--- config.mk ---
export PLATFORM = sky130hd
export DESIGN_NAME = dms_lpf_ctrl
export DESIGN_NICKNAME = d
export VERILOG_FILES = /design/src/rtl/dms_lpf_ctrl_pkg.sv /design/src/rtl/dms_lpf_run_cnt.sv /design/src/rtl/dms_lpf_ctrl.sv
export SDC_FILE = /design/constraint.sdc
export NUM_CORES = 1
export LEC_CHECK = 0
export CORE_ASPECT_RATIO = 1.1
export CORE_UTILIZATION = 63
export DETAILED_ROUTE_END_ITERATION = 8
export PLACE_DENSITY = 0.93
export SETUP_SLACK_MARGIN = 0.3
export SYNTH_ARGS = -nofsm -noshare
export SYNTH_HDL_FRONTEND = slang
export SYNTH_SLANG_ARGS = --single-unit
--- constraint.sdc ---
create_clock -name clk -period 3 [get_ports clk]
set_input_delay 0.6 -clock clk [delete_from_list [all_inputs] [get_ports clk]]
set_output_delay 0.6 -clock clk [all_outputs]
set_load 0.05 [all_outputs]
--- src/rtl/dms_lpf_ctrl_pkg.sv ---
`default_nettype none
// ============================================================================
// Module      : dms_lpf_ctrl_pkg
// Description : Shared types for the DMS loop-filter sequencer.
//               - state_t     : sequencer state encoding (visible on state_o).
//               - lpf_flags_t : bundle of the single-bit switch controls.
//               - dec_flags() : state -> switch-control decode.
//               - CP_BOOST_RATIO : fast-lock pump current multiplier, used by
//                 the behavioural charge-pump / filter models.
// Revision    : 1.0 - initial release
// ============================================================================
package dms_lpf_ctrl_pkg;

  localparam int CP_BOOST_RATIO = 4;

  typedef enum logic [2:0] {
    IDLE   = 3'd0,
    PRECHG = 3'd1,
    FAST   = 3'd2,
    TRACK  = 3'd3,
    FAIL   = 3'd4
  } state_t;

  typedef struct packed {
    logic prechg_en;
    logic res_sel;
    logic cp_en;
    logic cp_boost;
    logic locked;
    logic fail;
  } lpf_flags_t;

  // Switch controls for a given state; illegal encodings decode to all-off.
  function automatic lpf_flags_t dec_flags(input state_t s);
    lpf_flags_t f;
    f = '0;
    case (s)
      PRECHG: f.prechg_en = 1'b1;
      FAST: begin
        f.res_sel  = 1'b1;
        f.cp_en    = 1'b1;
        f.cp_boost = 1'b1;
      end
      TRACK: begin
        f.cp_en  = 1'b1;
        f.locked = 1'b1;
      end
      FAIL:    f.fail = 1'b1;
      default: f = '0;
    endcase
    return f;
  endfunction

endpackage
`default_nettype wire

--- src/rtl/dms_lpf_run_cnt.sv ---
`default_nettype none
// ============================================================================
// Module      : dms_lpf_run_cnt
// Description : Consecutive-event counter. Counts cycles with ev=1, clears on
//               ev=0 or clr=1, saturates at LIMIT. hit is asserted in the
//               cycle whose event brings the run to LIMIT (or keeps it there),
//               so a registered consumer acts on exactly the LIMIT-th event.
// Ports       : clk  - clock
//               rst  - asynchronous active-high reset
//               clr  - synchronous clear (counter not in use)
//               ev   - event for this cycle
//               hit  - run of LIMIT consecutive events completes this cycle
// Revision    : 1.0 - initial release
// ============================================================================
module dms_lpf_run_cnt #(
  parameter int CNT_W = 16,
  parameter int LIMIT = 64
) (
  input  logic clk,
  input  logic rst,
  input  logic clr,
  input  logic ev,
  output logic hit
);

  localparam logic [CNT_W-1:0] C_LIMIT = CNT_W'(LIMIT);
  localparam logic [CNT_W-1:0] C_LAST  = CNT_W'(LIMIT - 1);
  localparam logic [CNT_W-1:0] C_ONE   = CNT_W'(1);

  logic [CNT_W-1:0] cnt_q;
  logic [CNT_W-1:0] cnt_d;

  always_comb begin
    cnt_d = cnt_q;
    if (clr || !ev) begin
      cnt_d = '0;
    end else if (cnt_q != C_LIMIT) begin
      cnt_d = cnt_q + C_ONE;
    end
  end

  assign hit = ev && !clr && (cnt_q >= C_LAST);

  always_ff @(posedge clk or posedge rst) begin
    if (rst) begin
      cnt_q <= '0;
    end else begin
      cnt_q <= cnt_d;
    end
  end

endmodule
`default_nettype wire

--- src/rtl/dms_lpf_ctrl.sv ---
`default_nettype none
// ============================================================================
// Module      : dms_lpf_ctrl
// Description : Sequencer for the DMS loop filter. On start it precharges the
//               filter node, runs fast-lock (low series R, boosted pump) and,
//               once lock is qualified, drops to nominal-bandwidth tracking.
//               All outputs are registered and decoded from the next state,
//               so they always match state_o.
// Option      : DMS_LPF_CTRL_RELOCK_EN
//               defined   - loss of lock in TRACK re-enters FAST directly.
//               undefined - loss of lock in TRACK goes to FAIL.
// Ports       : clk, rst     - clock, asynchronous active-high reset
//               start        - level enable (0 aborts to IDLE)
//               lock_det     - raw lock indication
//               prechg_en    - precharge switch
//               vinit_code   - precharge DAC code
//               res_sel      - 1 = fast-lock series R
//               cp_en        - charge pump enable
//               cp_boost     - charge pump current boost
//               locked       - lock qualified (TRACK)
//               fail         - fast-lock timeout / loss of lock
//               state_o      - current state encoding
// Revision    : 1.0 - initial release
// ============================================================================
module dms_lpf_ctrl
  import dms_lpf_ctrl_pkg::*;
#(
  parameter int PRECHG_CYC   = 256,
  parameter int FASTLOCK_CYC = 4096,
  parameter int LOCK_QUAL    = 64,
  parameter int LOL_CYC      = 16,
  parameter int CNT_W        = 16,
  parameter int DAC_W        = 8,
  parameter int VINIT_CODE   = 192
) (
  input  logic             clk,
  input  logic             rst,
  input  logic             start,
  input  logic             lock_det,
  output logic             prechg_en,
  output logic [DAC_W-1:0] vinit_code,
  output logic             res_sel,
  output logic             cp_en,
  output logic             cp_boost,
  output logic             locked,
  output logic             fail,
  output logic [2:0]       state_o
);

  localparam logic [CNT_W-1:0] C_PRE_LAST  = CNT_W'(PRECHG_CYC - 1);
  localparam logic [CNT_W-1:0] C_FAST_LAST = CNT_W'(FASTLOCK_CYC - 1);
  localparam logic [CNT_W-1:0] C_ONE       = CNT_W'(1);
  localparam logic [DAC_W-1:0] C_VINIT     = DAC_W'(VINIT_CODE);

  state_t           state_q;
  state_t           state_d;
  logic [CNT_W-1:0] timer_q;
  logic [CNT_W-1:0] timer_d;
  lpf_flags_t       flags_q;
  logic [DAC_W-1:0] vinit_q;
  logic             qual_hit;
  logic             lol_hit;

  // Lock qualification: only live in FAST, so every FAST entry starts fresh.
  dms_lpf_run_cnt #(
    .CNT_W (CNT_W),
    .LIMIT (LOCK_QUAL)
  ) u_qual_cnt (
    .clk (clk),
    .rst (rst),
    .clr (state_q != FAST),
    .ev  (lock_det),
    .hit (qual_hit)
  );

  // Loss-of-lock detection: only live in TRACK.
  dms_lpf_run_cnt #(
    .CNT_W (CNT_W),
    .LIMIT (LOL_CYC)
  ) u_lol_cnt (
    .clk (clk),
    .rst (rst),
    .clr (state_q != TRACK),
    .ev  (!lock_det),
    .hit (lol_hit)
  );

  always_comb begin
    state_d = state_q;
    case (state_q)
      IDLE:   if (start) state_d = PRECHG;
      PRECHG: if (timer_q == C_PRE_LAST) state_d = FAST;
      FAST: begin
        // Qualification beats timeout when both land on the same edge.
        if (qual_hit) begin
          state_d = TRACK;
        end else if (timer_q == C_FAST_LAST) begin
          state_d = FAIL;
        end
      end
      TRACK: begin
        if (lol_hit) begin
`ifdef DMS_LPF_CTRL_RELOCK_EN
          state_d = FAST;
`else
          state_d = FAIL;
`endif
        end
      end
      FAIL:    state_d = FAIL;
      default: state_d = IDLE;
    endcase
    // Abort has priority over everything; the filter keeps its voltage.
    if (!start) begin
      state_d = IDLE;
    end
  end

  // Elapsed-cycles-in-state timer; zero on every state entry.
  always_comb begin
    timer_d = '0;
    if ((state_d == state_q) && ((state_q == PRECHG) || (state_q == FAST))) begin
      timer_d = timer_q + C_ONE;
    end
  end

  always_ff @(posedge clk or posedge rst) begin
    if (rst) begin
      state_q <= IDLE;
      timer_q <= '0;
      flags_q <= '0;
      vinit_q <= '0;
    end else begin
      state_q <= state_d;
      timer_q <= timer_d;
      flags_q <= dec_flags(state_d);
      vinit_q <= (state_d == PRECHG) ? C_VINIT : '0;
    end
  end

  assign prechg_en  = flags_q.prechg_en;
  assign res_sel    = flags_q.res_sel;
  assign cp_en      = flags_q.cp_en;
  assign cp_boost   = flags_q.cp_boost;
  assign locked     = flags_q.locked;
  assign fail       = flags_q.fail;
  assign vinit_code = vinit_q;
  assign state_o    = state_q;

endmodule
`default_nettype wire

=== Yosys cells after proc, flatten, opt, wreduce, memory -nomap -nowiden ===
Index checks and enable logic that the tools add are counted.

* Flip-flop bits (word level): 64
* Input port bits: 4
* Output and inout bits: 17
* Logic and storage cells: 62

* $add $sub $neg: 3
* Order comparisons: 2
* Equality and inequality tests: 15
* Mux-type cells: 17
* Reduce and logical (&&, ||, !) cells: 15

{| class="wikitable"
|+ Operators by type and width
! kind !! count
|-
| 16-bit 2-to-1 mux || 5
|-
| 16-bit by 1-bit adder with 16-bit output (second input constant) || 3
|-
| 16-bit by 12-bit equality test with 1-bit output (second input constant) || 1
|-
| 16-bit by 8-bit equality test with 1-bit output (second input constant) || 1
|-
| 16-bit by 4-bit greater-or-equal comparator with 1-bit output (second input constant) || 1
|-
| 16-bit by 6-bit greater-or-equal comparator with 1-bit output (second input constant) || 1
|-
| 16-bit by 5-bit != test with 1-bit output (second input constant) || 1
|-
| 16-bit by 7-bit != test with 1-bit output (second input constant) || 1
|-
| 3-bit 2-to-1 mux || 5
|-
| 3-bit case mux with 5 select lines || 1
|-
| 3-bit by 2-bit equality test with 1-bit output (second input constant) || 4
|-
| 8-bit 2-to-1 mux || 1
|-
| 3-bit by 1-bit equality test with 1-bit output (second input constant) || 2
|-
| 3-bit equality test (second input constant) || 2
|-
| 3-bit by 2-bit != test with 1-bit output (second input constant) || 2
|-
| 1-bit logical AND || 5
|-
| 1-bit 2-to-1 mux || 5
|-
| 2-bit nonzero test || 2
|-
| 3-bit equality test || 1
|-
| 1-bit logical NOT || 3
|-
| 3-bit logical NOT || 1
|-
| 1-bit logical OR || 3
|-
| 2-bit OR reduction || 1
|}

=== Depth between registers and ports, before layout ===
* Depth in word-level cells: 10
* Mapped depth: 7
* Gate-level depth less buffers: 7

=== Modules after synthesis ===
Synthesis repeated with hierarchy kept, for this count alone.

* Cell total of the unflattened synthesis: 336
* Area, all modules: 3208.1 um^2

{| class="wikitable"
|+ By module, submodules not included
! module !! times used !! cells each !! area each (um^2) !! seq. area each (um^2)
|-
| dms_lpf_ctrl || 1 || 133 || 1301.2 || 600.6
|-
| dms_lpf_run_cnt at u_qual_cnt || 1 || 101 || 954.7 || 400.4
|-
| dms_lpf_run_cnt at u_lol_cnt || 1 || 102 || 952.2 || 400.4
|}

=== Worst setup path before layout ===
OpenSTA, ideal clock, no wires.

* Path type: register to register
* Start: register state_q[1], in the netlist state_o[1]
* End: register timer_q[8]
* Library setup time: 72 ps
* Data arrival time: 1815 ps
* Required time: 2928 ps
* Setup slack: 1114 ps
* Cell stages (with the launch flop): 7
* Path buffers: 1
* Period minus slack after synthesis: 1886 ps
* Cell sequence: dfrtp_1 > nor3b_4 > inv_1 > a31oi_2 > o2111ai_4 > buf_6 > nor2_1

* Longest elaborated chain between the ends: 10
* Elaborated cells between the ends (all ways): 23
* Classes of those cells: eq/ne (7); mux (7); reduce/logical (9)

{| class="wikitable"
|+ RTL lines
! item !! RTL line !! RTL
|-
| from (decl) || dms_lpf_ctrl.sv:55 || <nowiki>state_t state_q;</nowiki>
|-
| from (signal assigned) || dms_lpf_ctrl.sv:134 || <nowiki>state_q <= state_d;</nowiki>
|-
| 3-bit by 2-bit != test with 1-bit output, on equally long branches || dms_lpf_ctrl.sv:83, dms_lpf_ctrl.sv:71 ||
|-
| 1-bit logical NOT || dms_lpf_run_cnt.sv:42 || <nowiki>assign hit = ev && !clr && (cnt_q >= C_LAST);</nowiki>
|-
| 1-bit logical AND (2 in series) || dms_lpf_run_cnt.sv:42 ||
|-
| 3-bit 2-to-1 mux, on equally long branches || dms_lpf_ctrl.sv:102, dms_lpf_ctrl.sv:95 ||
|-
| 3-bit case mux with 5 select lines || dms_lpf_ctrl.sv:90 || <nowiki>case (state_q)</nowiki>
|-
| 3-bit 2-to-1 mux || dms_lpf_ctrl.sv:114 || <nowiki>if (!start) begin</nowiki>
|-
| 3-bit equality test || dms_lpf_ctrl.sv:122 || <nowiki>if ((state_d == state_q) && ((state_q == PRECHG) || (state_q == FAST))) begin</nowiki>
|-
| 1-bit logical AND * || dms_lpf_ctrl.sv:122 ||
|-
| 16-bit 2-to-1 mux * || dms_lpf_ctrl.sv:122 ||
|-
| net timer_d[8] || dms_lpf_ctrl.sv:58 || <nowiki>logic [CNT_W-1:0] timer_d;</nowiki>
|-
| to (signal assigned) || dms_lpf_ctrl.sv:135 || <nowiki>timer_q <= timer_d;</nowiki>
|-
| to (decl) || dms_lpf_ctrl.sv:57 || <nowiki>logic [CNT_W-1:0] timer_q;</nowiki>
|}

The timed path passes the listed nets; every way through them passes the cells marked *.
A chain may end at the register's enable or synchronous reset.

=== Final worst setup path ===
* Start: register state_q[2], in the netlist state_o[2]
* End: output state_o[2]

{| class="wikitable"
|+ RTL lines
! item !! RTL line !! RTL
|-
| to (decl) || dms_lpf_ctrl.sv:47 || <nowiki>output logic [2:0] state_o</nowiki>
|}

No word-level cell between the ends.

==> impl_results.md <==
* Status: complete, no violations
* Reg power frac at 63.2%
* FF+latch count, synth at 56
* Remaining routing DRC violations at 0
* Worst Hold Class: reg -> reg
* Synth top area cells: dfrtp_1, nor2_1, xor2_1
* Vias in the first global route at 2022
* Maxcap violations at 0
* GRT Total Usage at 24.1%
* Largest net degree at the start of global routing at 57
* Skew-Pair Late Insertion Delay at 0.30 ns
* Crit path buffers/inverters at 1
* Count of final max-slew check failures at 0
* Layout cell share with drive strength beyond 1 at around 6.5%
* Period Utilization, post-route at around 77%
* CP Max Fanout at 6
* Final net count at 318
* Synth unique cells at 34
* PostCTS Resize Cnt at 0
* Worst Setup End Kind: output port
* Setup Skew at approximately 0.011 ns
* Register area share after synthesis at 49.0%
* Layout area overhead at 8.14%
* CTS sink cnt at 56
* FF-to-FF setup slack at 0.90 ns
* GR peak layer: met2
* Clock power share at about a third
* Hold path start: timer_q[0]
* Max clock buf depth at 2
* CP required at 2.40 ns
* Io pins at 21
* Num CTS Buffers at 5
* Yosys top cell by area: dfrtp_1
* Via-to-Cell Ratio at roughly 5.7
* Synth Instances at 293
* Core ar. at 4320 sq um
* Worst R2R Start: timer_q[0]
* # rows at 25
* EDFF count, synth at 0
* HPWL Detailed at 3640 um
* Synth top area share at between 40% and 50%
* Critical-path top delay cell: clkdlybuf4s50_1
* Synthesized area at roughly 2900 sq um
* Net Sw Frac at around 23%
* Crit path max-delay family: buffers and inverters
* Combinational power share at 5.4%
* Initial DRC count at 204
* NetSw at around 0.27 mW
* Tightest Pin Transition at 0.665 ns
* Final core utilization at 71.6%
* Setup violators final at 0
* Antenna cell count at 0
* TritonCTS clock tree: built
* RePlAce Congestion at between 0.8 and 0.9
* Minimum clock period at 2.31 ns
* Fin cells at roughly 360
* CP arrival at 1.71 ns
* Internal Power at 0.929 mW
* Ys async rst share at 100%
* Leakage at 1.25 nW
* Die area at approximately 4800 sq um
* Die Y at 72.7 um
* Final TNS setup at 0 ns
* WL/cell at approximately 14 um
* Via count at 2075
* Congestion Overflow GR at 0
* Pwr dens at roughly 390 nW/um^2
* CTS root buf: clkbuf_8
* M1 GR Usage at between 30 and 40%
* Max Fclk at roughly 430 MHz
* WL final at 5130 um
* Initial antenna violation count at 0
* Post-DRT Antenna Nets at 0
* VDD IR max at 0.213 mV
* Initial core utilization at about two thirds
* Buffers on Ports at 14
* Synthesis Warnings at 0
* RR Endpoint: timer_q[12]
* Syn Area/Cell at 9.76 sq um
* RSZ-0062 raised after global routing: false
* WHS Path Cells at 1
* Chip Width at between 60 and 70 um
* Worst r2r path cells at 6
* Slowest stage delay, CP at 0.87 ns
* Layout filler cell count at 287
* Slew HR at 55.7%
* Cell total after placement at 356
* Dominant synthesized flop cell: dfrtp_1
* H-tree depth at 2
* Critical setup path kind: reg -> out
* Clock slew at reported path FFs at 0.09 ns
* Nature of the critical path startpoint: register
* DRT Pass-1 Iters at 4
* Met3 Track Usage GR at 4.53%
* WHS Endpoint: timer_q[0]
* Final Hold Fails at 0
* Worst-path cell chain: clkdlybuf4s50_1
* Post-CTS setup buffers at 0
* Routing usage on met2 at 41.4%
* First-pass GRT wire length at roughly 9000 um
* Hold buffer count at CTS at 0
* Top cells by count, synth: dfrtp_1, nor2_1, nand2_1, xor2_1
==> how the worst max path moves through the flow <==
stage | from | to | slack [ns] | cells past startpoint
after global placement | state_o[2] | state_o[2] | 1.05 | 1
after detailed placement | timer_q[0] | timer_q[12] | 0.91 | 6
final | state_o[2] | state_o[2] | 0.69 | 1
after global routing | state_o[2] | state_o[2] | 0.63 | 1
after floorplan | rst | cp_boost | 1.03 | 1
after CTS | state_o[2] | state_o[2] | 0.68 | 1
==> layout by cell type, fill, tap and decap left out, types with 2 or more instances in the layout <==
cell	count
ha_1	5
nor4_1	6
or3_1	4
and3_1	9
dfrtp_1	56
mux2i_1	2
nor3_1	7
nor4_2	2
nand2b_1	3
nand2_1	21
a21oi_1	9
xor2_1	21
nand4_1	11
buf_4	2
a31oi_1	3
clkdlybuf4s50_1	14
xnor2_1	18
nor2_2	2
nand3_1	18
conb_1	6
o21ai_0	4
nor2_1	56
clkbuf_8	5
inv_1	12
==> power groups by stage <==
stage               sequential [mW]  clock, mW  combinational, mW
floorplan                     0.779          0             0.0526
global placement              0.775          0             0.0649
detailed placement            0.775          0             0.0654
CTS                           0.760      0.390             0.0659
global route                  0.761      0.413             0.0709
finish                        0.760      0.378             0.0647
==> state kept, by name, indices dropped and copies added (netlist names) <==
signal	cells
vinit_code	1
state_o	3
cp_en	1
locked	1
cp_boost	1
u_lol_cnt.cnt_q	16
u_qual_cnt.cnt_q	16
fail	1
timer_q	16
==> cell families (layout without fill, tap and decap cells) <==
kind of cell	Yosys count	in the layout	share of synthesized area (%)
simple gates	145	145	25.1
flops	56	56	49.0
xor+xnor	39	39	11.9
buf+inv	25	36	4.73
compound gates	20	20	6.17
fa+ha+maj	5	5	2.19
mux	2	2	0.700
other cells	1	6	0.131
==> area by class of cell <==
cell class | count | area (sq um) | area share (%)
clock buffers | 6 | 72.6 | 2.35
clock inverters | 1 | 5.00 | 0.162
inverters | 13 | 48.8 | 1.58
multi-input cells | 217 | 1340 | 43.4
flip-flops and latches | 56 | 1400 | 45.3
well taps | 54 | 67.6 | 2.19
repair buffers | 16 | 155 | 5.02
==> metal layers <==
metal / routed length, um / up-vias
met4: 63 / 0
met2: 2600 / 42
met1: 2300 / 1018
met3: 162 / 9
li1: - / 1006
met5: 0 / -
==> worst reg2reg max path, stage by stage, from the launching register on <==
cell       delay (ns)
dfrtp_1          0.40
ha_1             0.21
nand3_1          0.16
nor2_2           0.40
a31oi_2          0.20
o2111ai_4        0.47
nor2_1           0.13
==> through the flow <==
stage	hold slack (ns)	area (sq um)	setup WS, ns	power, mW
CTS	0.500	3090	0.682	1.22
floorplan	0.450	2880	1.03	0.832
finish	0.500	3090	0.689	1.20
global placement	0.465	3010	1.05	0.840
detailed placement	0.486	3010	0.914	0.841
global route	0.531	3090	0.632	1.25
Power figures use the tool's default switching activity.
